`config.mk`:
```
export PLATFORM = sky130hd
export DESIGN_NAME = intctrl
export DESIGN_NICKNAME = d
export VERILOG_FILES = /design/src/rtl/intctrl_pkg.sv /design/src/rtl/intc_sync_edge.sv /design/src/rtl/intctrl.sv
export SDC_FILE = /design/constraint.sdc
export NUM_CORES = 1
export LEC_CHECK = 0
export CORE_UTILIZATION = 50
export CTS_BUF_LIST = sky130_fd_sc_hd__clkbuf_8
export DETAILED_ROUTE_END_ITERATION = 7
export PLACE_DENSITY_LB_ADDON = 0.1
export RECOVER_POWER = 50
export SETUP_SLACK_MARGIN = 0.5
export SYNTH_ARGS = -nofsm -noshare
export SYNTH_HDL_FRONTEND = slang
export SYNTH_SLANG_ARGS = --single-unit
export TNS_END_PERCENT = 100
```
`constraint.sdc`:
```
create_clock -name clk -period 3 [get_ports clk]
set_input_delay 0.6 -clock clk [delete_from_list [all_inputs] [get_ports clk]]
set_output_delay 0.6 -clock clk [all_outputs]
set_load 0.01 [all_outputs]
```
`src/rtl/intctrl_pkg.sv`:
```
// Shared definitions for the intctrl priority interrupt controller:
// register map, status bit positions, FSM states and the priority encoder.
package intctrl_pkg;

    localparam int unsigned MAX_SRC = 8;

    localparam logic [1:0] REG_EN   = 2'd0;
    localparam logic [1:0] REG_PEND = 2'd1;
    localparam logic [1:0] REG_MODE = 2'd2;
    localparam logic [1:0] REG_STAT = 2'd3;

    localparam int unsigned STAT_INSVC_BIT = 31;
    localparam int unsigned STAT_SPUR_BIT  = 8;
    localparam int unsigned STAT_SRC_LSB   = 16;
    localparam int unsigned STAT_SRC_MSB   = 23;

    typedef enum logic {
        ST_IDLE    = 1'b0,
        ST_SERVICE = 1'b1
    } state_t;

    // Lowest set index wins; returns 0 for an all-zero vector.
    function automatic logic [2:0] prio_enc(input logic [MAX_SRC-1:0] v);
        logic [2:0] enc;
        logic       found;
        enc   = '0;
        found = 1'b0;
        for (int unsigned i = 0; i < MAX_SRC; i++) begin
            if (v[i] && !found) begin
                enc   = 3'(i);
                found = 1'b1;
            end
        end
        return enc;
    endfunction

endpackage

```
`src/rtl/intc_sync_edge.sv`:
```
// Per-bit two-flop synchroniser followed by a rising-edge detector.
module intc_sync_edge #(
    parameter int unsigned WIDTH = 1
) (
    input  logic             clk,
    input  logic             rst,
    input  logic [WIDTH-1:0] async_i,
    output logic [WIDTH-1:0] level_o,
    output logic [WIDTH-1:0] rise_o
);

    logic [WIDTH-1:0] ff1_q;
    logic [WIDTH-1:0] ff2_q;
    logic [WIDTH-1:0] ff3_q;

    always_ff @(posedge clk or posedge rst) begin
        if (rst) begin
            ff1_q <= '0;
            ff2_q <= '0;
            ff3_q <= '0;
        end else begin
            ff1_q <= async_i;
            ff2_q <= ff1_q;
            ff3_q <= ff2_q;
        end
    end

    assign level_o = ff2_q;
    assign rise_o  = ff2_q & ~ff3_q;

endmodule

```
`src/rtl/intctrl.sv`:
```
// Priority interrupt controller: sequences the CPU irq among num_src sources
// with an intack/rti handshake and a four-register IO bus interface.
module intctrl
    import intctrl_pkg::*;
#(
    parameter int unsigned num_src = 8
) (
    input  logic               clk,
    input  logic               rst,
    input  logic               stb,
    input  logic               we,
    input  logic [1:0]         addr,
    input  logic [31:0]        data_in,
    output logic [31:0]        data_out,
    output logic               ack,
    input  logic [num_src-1:0] src,
    input  logic               intack,
    input  logic               rti,
    output logic               irq,
    output logic               in_service,
    output logic [2:0]         cur_src
);

    logic [num_src-1:0] en_q, en_d;
    logic [num_src-1:0] mode_q, mode_d;
    logic [num_src-1:0] pend_q, pend_d;
    logic [num_src-1:0] sync_lvl, rise;
    logic [num_src-1:0] pend_view, req, w1c, trig, ack_clr;
    logic [MAX_SRC-1:0] req8;
    logic [2:0]         enc, cur_q, cur_d;
    logic               any_req, irq_q, irq_d, spur_q, spur_d, take, wr;
    logic [31:0]        rdata;
    logic               unused_data;
    state_t             state_q, state_d;

    intc_sync_edge #(.WIDTH(num_src)) u_sync (
        .clk     (clk),
        .rst     (rst),
        .async_i (src),
        .level_o (sync_lvl),
        .rise_o  (rise)
    );

    assign wr          = stb & we;
    assign unused_data = ^data_in[31:num_src];

    // Level-mode bits expose the synchronised input directly; pend_q holds edge bits only.
    assign pend_view = (pend_q & ~mode_q) | (sync_lvl & mode_q);
    assign req       = pend_view & en_q;
    assign any_req   = |req;

    always_comb begin
        req8              = '0;
        req8[num_src-1:0] = req;
        enc               = prio_enc(req8);
    end

    // State register
    always_ff @(posedge clk or posedge rst) begin
        if (rst) state_q <= ST_IDLE;
        else     state_q <= state_d;
    end

    // Next-state logic
    always_comb begin
        state_d = state_q;
        case (state_q)
            ST_IDLE:    if (intack) state_d = ST_SERVICE;
            ST_SERVICE: if (rti)    state_d = ST_IDLE;
            default:    state_d = ST_IDLE;
        endcase
    end

    // Output / handshake logic
    always_comb begin
        irq_d  = 1'b0;
        cur_d  = cur_q;
        spur_d = spur_q;
        take   = 1'b0;
        if (state_q == ST_IDLE) begin
            if (intack) begin
                take   = 1'b1;
                cur_d  = enc;
                spur_d = ~any_req;
            end else begin
                irq_d = any_req;
            end
        end
    end

    always_comb begin
        en_d    = en_q;
        mode_d  = mode_q;
        w1c     = '0;
        trig    = '0;
        ack_clr = '0;
        if (wr) begin
            case (addr)
                REG_EN:   en_d   = data_in[num_src-1:0];
                REG_PEND: w1c    = data_in[num_src-1:0];
                REG_MODE: mode_d = data_in[num_src-1:0];
                REG_STAT: trig   = data_in[num_src-1:0];
                default:  ;
            endcase
        end
        for (int unsigned i = 0; i < num_src; i++) begin
            if (take && any_req && (enc == 3'(i))) ack_clr[i] = 1'b1;
        end
        pend_d = ((pend_q & ~(w1c | ack_clr)) | rise | trig) & ~mode_q;
    end

    always_ff @(posedge clk or posedge rst) begin
        if (rst) begin
            en_q   <= '0;
            mode_q <= '0;
            pend_q <= '0;
            irq_q  <= 1'b0;
            cur_q  <= '0;
            spur_q <= 1'b0;
        end else begin
            en_q   <= en_d;
            mode_q <= mode_d;
            pend_q <= pend_d;
            irq_q  <= irq_d;
            cur_q  <= cur_d;
            spur_q <= spur_d;
        end
    end

    always_comb begin
        rdata = '0;
        case (addr)
            REG_EN:   rdata[num_src-1:0] = en_q;
            REG_PEND: rdata[num_src-1:0] = pend_view;
            REG_MODE: rdata[num_src-1:0] = mode_q;
            REG_STAT: begin
                rdata[STAT_INSVC_BIT]            = (state_q == ST_SERVICE);
                rdata[STAT_SPUR_BIT]             = spur_q;
                rdata[2:0]                       = cur_q;
                rdata[STAT_SRC_LSB +: num_src]   = sync_lvl;
            end
            default:  rdata = '0;
        endcase
    end

    assign data_out   = stb ? rdata : '0;
    assign ack        = stb;
    assign irq        = irq_q;
    assign in_service = (state_q == ST_SERVICE);
    assign cur_src    = cur_q;

endmodule

```
# == Word level (Yosys, flattened, before mapping) ==
# Index checks and enable logic that the tools add are counted.
# classes
n_reduce_logical,29
shift,0
n_addsub,0
mul,0
div,0
n_lt_le_gt_ge,0
n_eq_ne,10
n_bitwise,16
muxes,38
# op_table
op,count
$and 8x8->8,6
$mux 8,5
$mux 32,1
$or 8x8->8,4
$not 8->8,3
$mux 1,23
$logic_and 1x1->1,16
$mux 3,5
$pmux 5 s3,1
$eq 3x3->1 const B,4
$pmux 3 s4,1
$reduce_or 8->1,1
$logic_not 1->1,7
$eq 3x2->1 const B,2
$reduce_and 2->1,3
$eq 2x2->1 const B,2
$eq 3x1->1 const B,1
$logic_not 3->1,1
$eq 2x1->1 const B,1
$logic_not 2->1,1
$mux 2,1
$not 1->1,2
$pmux 1 s2,1
$and 1x1->1,1
# word_totals
ff_bits,54
rom_bits,0
in_bits,48
mem_count,0
elab_cells,103
latchBits,0
ram_bits,0

# == Depth between registers and ports, before layout ==
# Gate-level depths: netlist of run 1.
# logic_depth
depth_word,35
ltp_mapped,7
mapped_depth_nobuf,5

# == Hierarchy ==
# From an unflattened synthesis of run 1, not the netlist that was laid out.
# unflattened
cells_unflattened,261
hier_area_um2,2847.7
# by_module_without_submodules
module,cells_per_inst,area_each_um2,n_inst
intctrl,228,2133.3,1
intc_sync_edge,33,714.4,1

# == Worst setup path after synthesis of run 1 ==
# Ideal clock, no wire load.
# synth_timing
path_kind,input to output
startpoint,in addr[0]
endpoint,out data_out[0]
slack_ns,0.755
path_stages,5
arrival_ns,1.645
cell_sequence,clkbuf_1 buf_2 nand2b_1 o21ai_0 a221oi_1
# synth_via
elab_chain_cells,3
elab_cells_between_ends,6
# synth_rtl
item,line_no,text
"start, declared",intctrl.sv:12,"input logic [1:0] addr,"
"$eq 2x2->1, or another cell as far along",intctrl.sv:132,case (addr)
$pmux 3 s4 *,intctrl.sv:132,
$mux 32 *,intctrl.sv:146,assign data_out = stb ? rdata : '0;
"end, declared",intctrl.sv:14,"output logic [31:0] data_out,"
# Mark *: on every way between the ends. The rest lies on a longest branch, timed or not.

# == Worst setup path in the final report of run 1 ==
# layout_timing
startpoint,in addr[1]
endpoint,out data_out[2]
# Same word-level chain as after synthesis.

==> flow_metrics.tcl, run 1 <==
set metrics [dict create \
    syn-cell-area_sq_um 2730 \
    place.detailed.hpwl_um 4420 \
    die_x_um 75.8 \
    die_h_um 75.8 \
    tritoncts "done" \
    grt_pass1_wl_um 9650 \
    vias 2120 \
    finalNonFillerCells 397 \
    syn_area_per_cell_sq_um 10.6 \
    viasPerCell 5.34 \
    drc_errors 0 \
    maxCapViolations 0 \
    clk_path_buf_depth 2 \
    power_frac_comb 0.302 \
    leakagePower_nw 1.59 \
    synth_top_family_by_area "simple AND/OR/NAND/NOR gates" \
    core-area_sq_um 5170 \
    synth_cell_types 55 \
    grt_max_degree 31 \
    clk_latency_ns 0.30 \
    fin_total_pwr_mw 1.89 \
    first_pass_iters 4 \
    drt_iter0_markers 104 \
    synth-seq-cells 54 \
    critPathArrivalTime_ns 1.86 \
    crit_fanout 5 \
    cts_max_level 2 \
    synth_edf_count 0 \
    gp_congestion 0.879 \
    cts_buffers 5 \
    critPathRequiredTime_ns 2.40 \
    finalHoldViolCount 0 \
    overflow 0 \
    ys.flop_type "dfrtp_1" \
    max_freq_ghz 0.407 \
    fill_cells 424 \
    final_net_count 375 \
    grt_pass1_vias 1989 \
    finClkSkew_ns 0.00946 \
    synth_mux_area_frac 0.102 \
    seqPwrFrac 0.501 \
    synthCells 256 \
    synthSimpleGateAreaFrac 0.173 \
    setup_violations 0 \
    grt_usage 0.232 \
    p_int_mw 1.29 \
    clk_pin_slew_ns 0.09 \
    path_class "input port to output port" \
    critPathCaptureType "output port" \
    start_util 0.527 \
    yosysWarnings 0 \
    cts-root-buf "clkbuf_8" \
    synth_compound_area_frac 0.157 \
    antenna_found_initial 0 \
    clkPwrFrac 0.197 \
    rsz0062_at_grt "yes" \
    start_kind "input port" \
    p_switching_uw 596 \
    fin_crit_sh 0.819 \
    synth-adder-area-share 0 \
    diodes 0 \
    swShare 0.316 \
    seq_area_frac_synth 0.496 \
    num_rows 26 \
    synthArstFlopShare 1.00 \
    relSlewSlack 0.372 \
    totalWireLength_um 5990 \
    fin_crit_ns 2.46 \
    fp.dieArea_sq_um 5750 \
    slew_violations 0 \
    placed_cells 382 \
    synthXorXnorAreaFrac 0 \
    status "finished, final reports clean" \
    layout-drive-gt1-share 0.183 \
    syn_to_final_growth_pct 26.5 \
    cts_sinks 54 \
    min_path_type "register to register" \
    power.density_nw_per_um2 547 \
    worstMarginPinSlew_ns 0.942 \
    startpoint "addr[1]" \
    regToRegStartpoint "mode_q[5]$_DFFE_PP0P_" \
    portBuffers 47 \
    ios 86 \
    ant_nets 0 \
    wire_per_inst_um 15.1 \
    worstHoldStart "u_sync.ff1_q[2]$_DFF_PP0_" \
    vdd_drop_max_v 0.000277 \
]
## logic make-up after synthesis
group,Yosys count
compound gates,62
buf+inv,33
flops,54
mux,24
other cells,1
simple gates,82
## power groups by stage
stage / registers (mW) / clock network [mW] / logic [mW]
floorplan: 0.940 / 0 / 0.377
global placement: 0.952 / 0 / 0.568
detailed placement: 0.958 / 0 / 0.575
CTS: 0.943 / 0.390 / 0.577
global route: 0.961 / 0.404 / 0.637
finish: 0.945 / 0.371 / 0.570
## repair_timing
action,CTS,global route
gates cloned,1,0
pin swaps,2,2
buffers inserted,7,0
endpoints found under the setup margin,18,6
gates resized for setup,43,4
hold buffers,0,0
## per-layer routing
layer  up-vias  routed length [um]  track usage
li1       1016                   -            -
met1      1037                2820        0.319
met2        57                2900        0.379
met3        10                 186       0.0384
met4         0                  85       0.0700
met5         -                   0            0
## area by class of cell
type / count / area [sq um] / area share
clock inverters: 2 / 7.51 / 0.00218
inverters: 10 / 38.8 / 0.0112
well taps: 70 / 87.6 / 0.0254
repair buffers: 74 / 643 / 0.186
flip-flops and latches: 54 / 1350 / 0.392
multi-input cells: 182 / 1250 / 0.363
clock buffers: 5 / 68.8 / 0.0199
## state kept, by name, summed over array words and instances, names as in the netlist
register / count
en_q: 8
mode_q: 8
pend_q: 8
u_sync.ff1_q: 8
u_sync.ff3_q: 8
u_sync.level_o: 8
cur_src: 3
in_service: 1
irq: 1
spur_q: 1
## layout by cell type (no fill, tap or decap), types with 3 or more instances in the layout
| cell | instances |
|---|---|
| nor2_1 | 6 |
| buf_2 | 5 |
| o21ai_0 | 8 |
| nand2_1 | 22 |
| nand2b_1 | 5 |
| a21oi_1 | 17 |
| mux2i_1 | 3 |
| a221oi_1 | 3 |
| conb_1 | 14 |
| a311oi_1 | 3 |
| and2_1 | 16 |
| o22ai_1 | 4 |
| buf_4 | 22 |
| nand3_1 | 4 |
| clkdlybuf4s50_1 | 16 |
| nor2b_1 | 11 |
| inv_1 | 11 |
| mux2_1 | 16 |
| dlygate4sd2_1 | 13 |
| o31ai_1 | 4 |
| mux2_4 | 3 |
| dfrtp_1 | 54 |
| a31oi_1 | 4 |
| dlygate4sd3_1 | 10 |
| a21boi_0 | 3 |
| clkbuf_2 | 3 |
| clkbuf_8 | 5 |
## synthesized netlist by cell type (4+ instances only)
master / instances / share of area
nand3_1: 4 / 0.0073
nor2_1: 6 / 0.0083
buf_4: 15 / 0.041
o21ai_0: 8 / 0.015
inv_1: 9 / 0.012
nand2b_1: 6 / 0.014
a21oi_1: 17 / 0.031
and2_1: 16 / 0.037
dfrtp_1: 54 / 0.50
a221oi_1: 4 / 0.013
o31ai_1: 4 / 0.011
nor2b_1: 12 / 0.028
a31oi_1: 4 / 0.0092
nand2_1: 22 / 0.030
o22ai_1: 4 / 0.0092
clkbuf_1: 5 / 0.0069
mux2_1: 16 / 0.066
## worst paths after layout
check	to	slack, ns	cells past startpoint
min reg2reg	u_sync.level_o[2]$_DFF_PP0_	0.35	0
max	data_out[2]	0.54	7
max in group asynchronous	u_sync.level_o[7]$_DFF_PP0_	0.79	3
min in group asynchronous	en_q[5]$_DFFE_PP0P_	0.94	2
max reg2reg	pend_q[7]$_DFF_PP0_	1.15	5
min	u_sync.level_o[2]$_DFF_PP0_	0.35	0
## through the flow
| step | hold WS (ns) | cell area (sq um) | setup WS, ns | TNS [ns] | utilization |
|---|---|---|---|---|---|
| 2_1_floorplan | 0.331 | 2780 | 0.755 | 0 | - |
| 3_3_place_gp | 0.332 | 3350 | -0.0865 | -0.374 | 0.647 |
| 3_5_place_dp | 0.337 | 3350 | -0.0729 | -0.241 | 0.647 |
| 4_1_cts | 0.358 | 3470 | 0.501 | 0 | 0.670 |
| 5_1_grt | 0.364 | 3450 | 0.392 | 0 | 0.667 |
| 6_report | 0.354 | 3450 | 0.544 | 0 | 0.667 |
## critical path: stages
cell             delay, ns
dlygate4sd2_1         0.25
buf_6                 0.13
buf_4                 0.13
nand2b_1              0.10
o21ai_0               0.09
a221oi_1              0.26
clkdlybuf4s15_1       0.28
Note: power is estimated with default switching activity, not from simulation.
==> run 2, diff against run 1 <==
- CORE_UTILIZATION: 50 -> 48
- clock period: 3 -> 2.35 ns (I/O delays scaled with it)
==> run 2 against run 1 <==
Effect of this change: via count fell by 0.75%; combinational power grew 40%; first-iteration DRC count decreased by 0.96%; count of clock-buffer cells in the layout stayed put; clock power grew 64%; critical endpoint is now data_out[7]; largest cell class unchanged.
==> flow_metrics.tcl, run 2 (synthesis gave the netlist of run 1 again) <==
set metrics [dict create \
    syn_to_final_growth_pct 27.8 \
    diodes 0 \
    tritoncts "done" \
    start_kind "register" \
    p_switching_uw 806 \
    dpl_worst_slack_ns -0.393 \
    crit_fanout 3 \
    seqPwrFrac 0.461 \
    fin_crit_sh 0.835 \
    num_rows 27 \
    worstHoldStart "u_sync.ff1_q[6]$_DFF_PP0_" \
    fin_total_pwr_mw 2.61 \
    drt_iter0_markers 103 \
    maxCapViolations 0 \
    clk_pin_slew_ns 0.10 \
    whs_ns 0.356 \
    mostFrequentLayoutCell "dfrtp_1" \
    mostFrequentLayoutCells "54 x dfrtp_1, 22 x nand2_1, 22 x buf_4" \
    setup_ws_ns 0.388 \
    swShare 0.309 \
    placed_cells 384 \
    antenna_found_initial 0 \
    final_core_util 0.633 \
    place_area_sq_um 3350 \
    cp_top_family "multiplexers" \
    path_class "register to output port" \
    finClkSkew_ns 0.0113 \
    critPathArrivalTime_ns 1.49 \
    status "finished, final reports clean" \
    finalNonFillerCells 399 \
    die_h_um 77.4 \
    max_freq_ghz 0.510 \
    setup_violations 0 \
    worstRegToRegCells 5 \
    crit_path_cell_trace "mux2_4 > mux2i_1 > o21ai_1 > and2_1 > buf_2" \
    min_to "u_sync.level_o[6]$_DFF_PP0_" \
    setup_tns_ns 0 \
    cts_buffers 5 \
    fin_crit_ns 1.96 \
    portBuffers 47 \
    relSlewSlack 0.150 \
    clk_path_buf_depth 2 \
    cp_slowest_cell "dfrtp_1" \
    hold-path-cell-count 0 \
    regToRegStartpoint "mode_q[0]$_DFFE_PP0P_" \
    fp.dieArea_sq_um 5990 \
    die_x_um 77.4 \
    multiInputGateArea_sq_um 1310 \
    clkPwrFrac 0.234 \
    place.detailed.hpwl_um 4390 \
    critPathRequiredTime_ns 1.88 \
    vias 2104 \
    wire_per_inst_um 15.1 \
    critPathCaptureType "output port" \
    leakagePower_nw 1.58 \
    worstMarginPinSlew_ns 1.28 \
    fill_cells 487 \
    final_area_sq_um 3480 \
    cts_sinks 54 \
    path_buf_inv 1 \
    grt_pass1_vias 2051 \
    ant_nets 0 \
    clk_latency_ns 0.30 \
    rsz0062_at_grt "yes" \
    power.density_nw_per_um2 748 \
    regArea_sq_um 1350 \
    grt_usage 0.223 \
    cts-root-buf "clkbuf_8" \
    ios 86 \
    r2r_setup_slack_ns 0.63 \
    vdd_drop_max_v 0.000408 \
    final_net_count 374 \
    grt_pass1_wl_um 10200 \
    finalHoldViolCount 0 \
    p_int_mw 1.80 \
    overflow 0 \
    min_path_type "register to register" \
    core-area_sq_um 5510 \
    cts_max_level 2 \
    drc_errors 0 \
    r2r_end "pend_q[4]$_DFF_PP0_" \
    totalWireLength_um 6040 \
    slew_violations 0 \
    viasPerCell 5.27 \
    layout-drive-gt1-share 0.266 \
    cp_slowest_stage_delay_ns 0.40 \
    start_util 0.495 \
    gp_congestion 0.890 \
    grt_max_degree 55 \
    first_pass_iters 4 \
    power_frac_comb 0.306 \
]
run 2: worst max path at each step:
| stage | slack (ns) | cells past startpoint | to | from |
|---|---|---|---|---|
| after CTS | 0.37 | 5 | data_out[7] | mode_q[7]$_DFFE_PP0P_ |
| after detailed placement | -0.39 | 6 | data_out[2] | addr[1] |
| after global placement | -0.40 | 6 | data_out[2] | addr[0] |
| final | 0.39 | 5 | data_out[7] | mode_q[7]$_DFFE_PP0P_ |
| after global routing | 0.21 | 3 | pend_q[4]$_DFF_PP0_ | rst |
| after floorplan | 0.54 | 4 | data_out[0] | addr[1] |
run 2: area by class of cell:
| type | instances | area share |
|---|---|---|
| multi-input combinational | 182 | 0.377 |
| inverter | 10 | 0.0111 |
| clock buffer | 5 | 0.0198 |
| clock inverter | 3 | 0.0115 |
| sequential | 54 | 0.388 |
| timing repair buffer | 73 | 0.167 |
| tap | 72 | 0.0259 |
run 2: power by group through the flow:
stage               clock [mW]  combinational, mW  sequential, mW
floorplan                    0              0.493            1.20
global placement             0              0.732            1.22
detailed placement           0              0.740            1.22
CTS                      0.625              0.774            1.20
global route             0.665              0.878            1.22
finish                   0.609              0.797            1.20
run 2: timing repair:
action                     4_1_cts  5_1_grt
setup endpoints to repair       37       14
hold buffers                     0        0
pin swaps                        4        5
resized for setup              101       14
setup buffers                    6        1
run 2: metal layers:
metal	part of all wire	vias up	wire length [um]	GRT usage
met1	0.45	1021	2720	0.313
met5	0	-	0	0
li1	-	1018	-	-
met4	0.015	0	92	0.0849
met2	0.48	57	2920	0.350
met3	0.052	8	315	0.0318
==> run 3, diff against run 2 <==
- CORE_UTILIZATION: 48 -> 43
- clock period: 2.35 -> 1.6 ns (I/O delays scaled with it)
==> run 3 against run 2 <==
Effect of this change: the flow now finishes with violations (negative setup slack); sequential power increased by 48%; setup slack got worse by 0.64 ns; non-clock buffer count grew 85; clock power increased by 37%; register-to-register slack got worse by 0.87 ns; sequential cell count stayed put; worst hold slack better by 0.0024 ns; final cell count up 22%; via count up 23%; utilization up 16 points; combinational power rose to 3.2 times the previous value; global-route usage increased by 4.0 points; critical path type unchanged.
==> flow_metrics.tcl, run 3 (synthesis gave the netlist of run 1 again) <==
set metrics [dict create \
    path_class "register to output port" \
    fp.dieArea_sq_um 6660 \
    grt_usage 0.262 \
    die_x_um 81.6 \
    p_switching_mw 1.77 \
    slew_violations 0 \
    r2r_setup_slack_ns -0.24 \
    num_rows 28 \
    layout-drive-gt1-share 0.591 \
    clk_latency_ns 0.32 \
    violations "negative setup slack" \
    ant_nets 0 \
    portBuffers 47 \
    die_h_um 81.6 \
    cts-root-buf "clkbuf_8" \
    critPathRequiredTime_ns 1.28 \
    relSlewSlack 0.507 \
    fin_crit_sh 1.16 \
    first_pass_iters 4 \
    leakagePower_nw 2.23 \
    setup_ws_ns -0.253 \
    vdd_drop_max_v 0.000712 \
    finalHoldViolCount 0 \
    start_util 0.452 \
    maxCapViolations 0 \
    ios 86 \
    vias 2595 \
    fin_total_pwr_mw 5.16 \
    grt_pass1_wl_um 12700 \
    overflow 0 \
    diodes 0 \
    final_net_count 460 \
    setup_violations 20 \
    final_area_sq_um 4780 \
    worstRegToRegCells 7 \
    gp_congestion 0.822 \
    start_kind "register" \
    place_area_sq_um 3930 \
    clk_path_buf_depth 2 \
    status "complete, but fails checks" \
    mostFrequentLayoutCells "66 x buf_4, 60 x buf_6, 54 x dfrtp_1" \
    startpoint "mode_q[7]$_DFFE_PP0P_" \
    core-area_sq_um 6030 \
    mostFrequentLayoutCell "buf_4" \
    drc_errors 0 \
    tritoncts "done" \
    place.detailed.hpwl_um 5190 \
    cts_hold_buf 0 \
    grt_max_degree 55 \
    power_frac_comb 0.493 \
    setup.worst_path.end "data_out[7]" \
    wire_per_inst_um 18.4 \
    critPathArrivalTime_ns 1.53 \
    cts_max_level 2 \
    finClkSkew_ns 0.00907 \
    totalWireLength_um 8990 \
    clk_pin_slew_ns 0.11 \
    critPathCaptureType "output port" \
    rsz0062_at_grt "yes" \
    viasPerCell 5.32 \
    antenna_found_initial 0 \
    min_path_type "register to register" \
    r2r_end "pend_q[7]$_DFF_PP0_" \
    regToRegStartpoint "mode_q[4]$_DFFE_PP0P_" \
    fin_crit_ns 1.85 \
    syn_to_final_growth_pct 75.4 \
    power.density_nw_per_um2 1080 \
    hold-path-cell-count 0 \
    p_int_mw 3.39 \
    cts_sinks 54 \
    seqPwrFrac 0.346 \
    clkPwrFrac 0.161 \
    worstMarginPinSlew_ns 0.740 \
    grt_pass1_vias 2475 \
    max_freq_ghz 0.540 \
    crit_fanout 2 \
    cts_buffers 5 \
    swShare 0.343 \
    drt_iter0_markers 105 \
]
run 3: stage by stage:
step / hold WS (ns) / TNS [ns] / cells / utilization / worst slack, ns
after global placement: 0.332 / -24.36 / 436 / 0.652 / -0.836
after floorplan: 0.331 / -0.0428 / 269 / - / -0.0428
after CTS: 0.361 / -1.68 / 475 / 0.760 / -0.248
final: 0.359 / -2.16 / 488 / 0.794 / -0.253
after detailed placement: 0.337 / -24.75 / 436 / 0.652 / -0.842
after global routing: 0.363 / -3.15 / 488 / 0.794 / -0.282
run 3: worst min-delay path by stage:
stage / slack [ns] / from / end
after floorplan: 0.33 / u_sync.ff1_q[0]$_DFF_PP0_ / u_sync.level_o[0]$_DFF_PP0_
after global placement: 0.33 / u_sync.ff1_q[6]$_DFF_PP0_ / u_sync.level_o[6]$_DFF_PP0_
after detailed placement: 0.34 / u_sync.ff1_q[6]$_DFF_PP0_ / u_sync.level_o[6]$_DFF_PP0_
after CTS: 0.36 / u_sync.ff1_q[0]$_DFF_PP0_ / u_sync.level_o[0]$_DFF_PP0_
after global routing: 0.36 / u_sync.ff1_q[0]$_DFF_PP0_ / u_sync.level_o[0]$_DFF_PP0_
final: 0.36 / u_sync.ff1_q[0]$_DFF_PP0_ / u_sync.level_o[0]$_DFF_PP0_
run 3: per-layer routing:
metal | GRT usage | share of wire
met5 | 0 | 0
met4 | 0.0754 | 0.016
met3 | 0.0478 | 0.048
met2 | 0.443 | 0.51
met1 | 0.345 | 0.42
run 3: critical path, stage by stage (launching register included):
cell and delay (ns):
dfrtp_1 0.41, mux2_4 0.32, mux2i_1 0.14, o21ai_1 0.08, and2_4 0.14, buf_6 0.11
run 3: final cells by class:
cell class	count	area [sq um]
multi-input combinational	183	1730
timing repair buffer	158	1470
sequential	54	1350
fill	369	1240
tap	75	93.8
clock buffer	5	68.8
inverter	10	42.5
clock inverter	3	27.5
run 3: power by group through the flow:
stage,combinational (mW),sequential [mW],clock (mW)
floorplan,0.888,1.78,0
global placement,1.66,1.76,0
detailed placement,1.69,1.77,0
CTS,2.18,1.76,0.838
global route,2.68,1.80,0.891
finish,2.55,1.78,0.832
run 3: what timing repair did:
| item | in CTS | in global routing |
|---|---|---|
| cloned | 1 | 0 |
| gates resized for setup | 203 | 29 |
| pin swaps | 42 | 19 |
| endpoints found under the setup margin | 53 | 52 |
| buffers inserted | 30 | 13 |
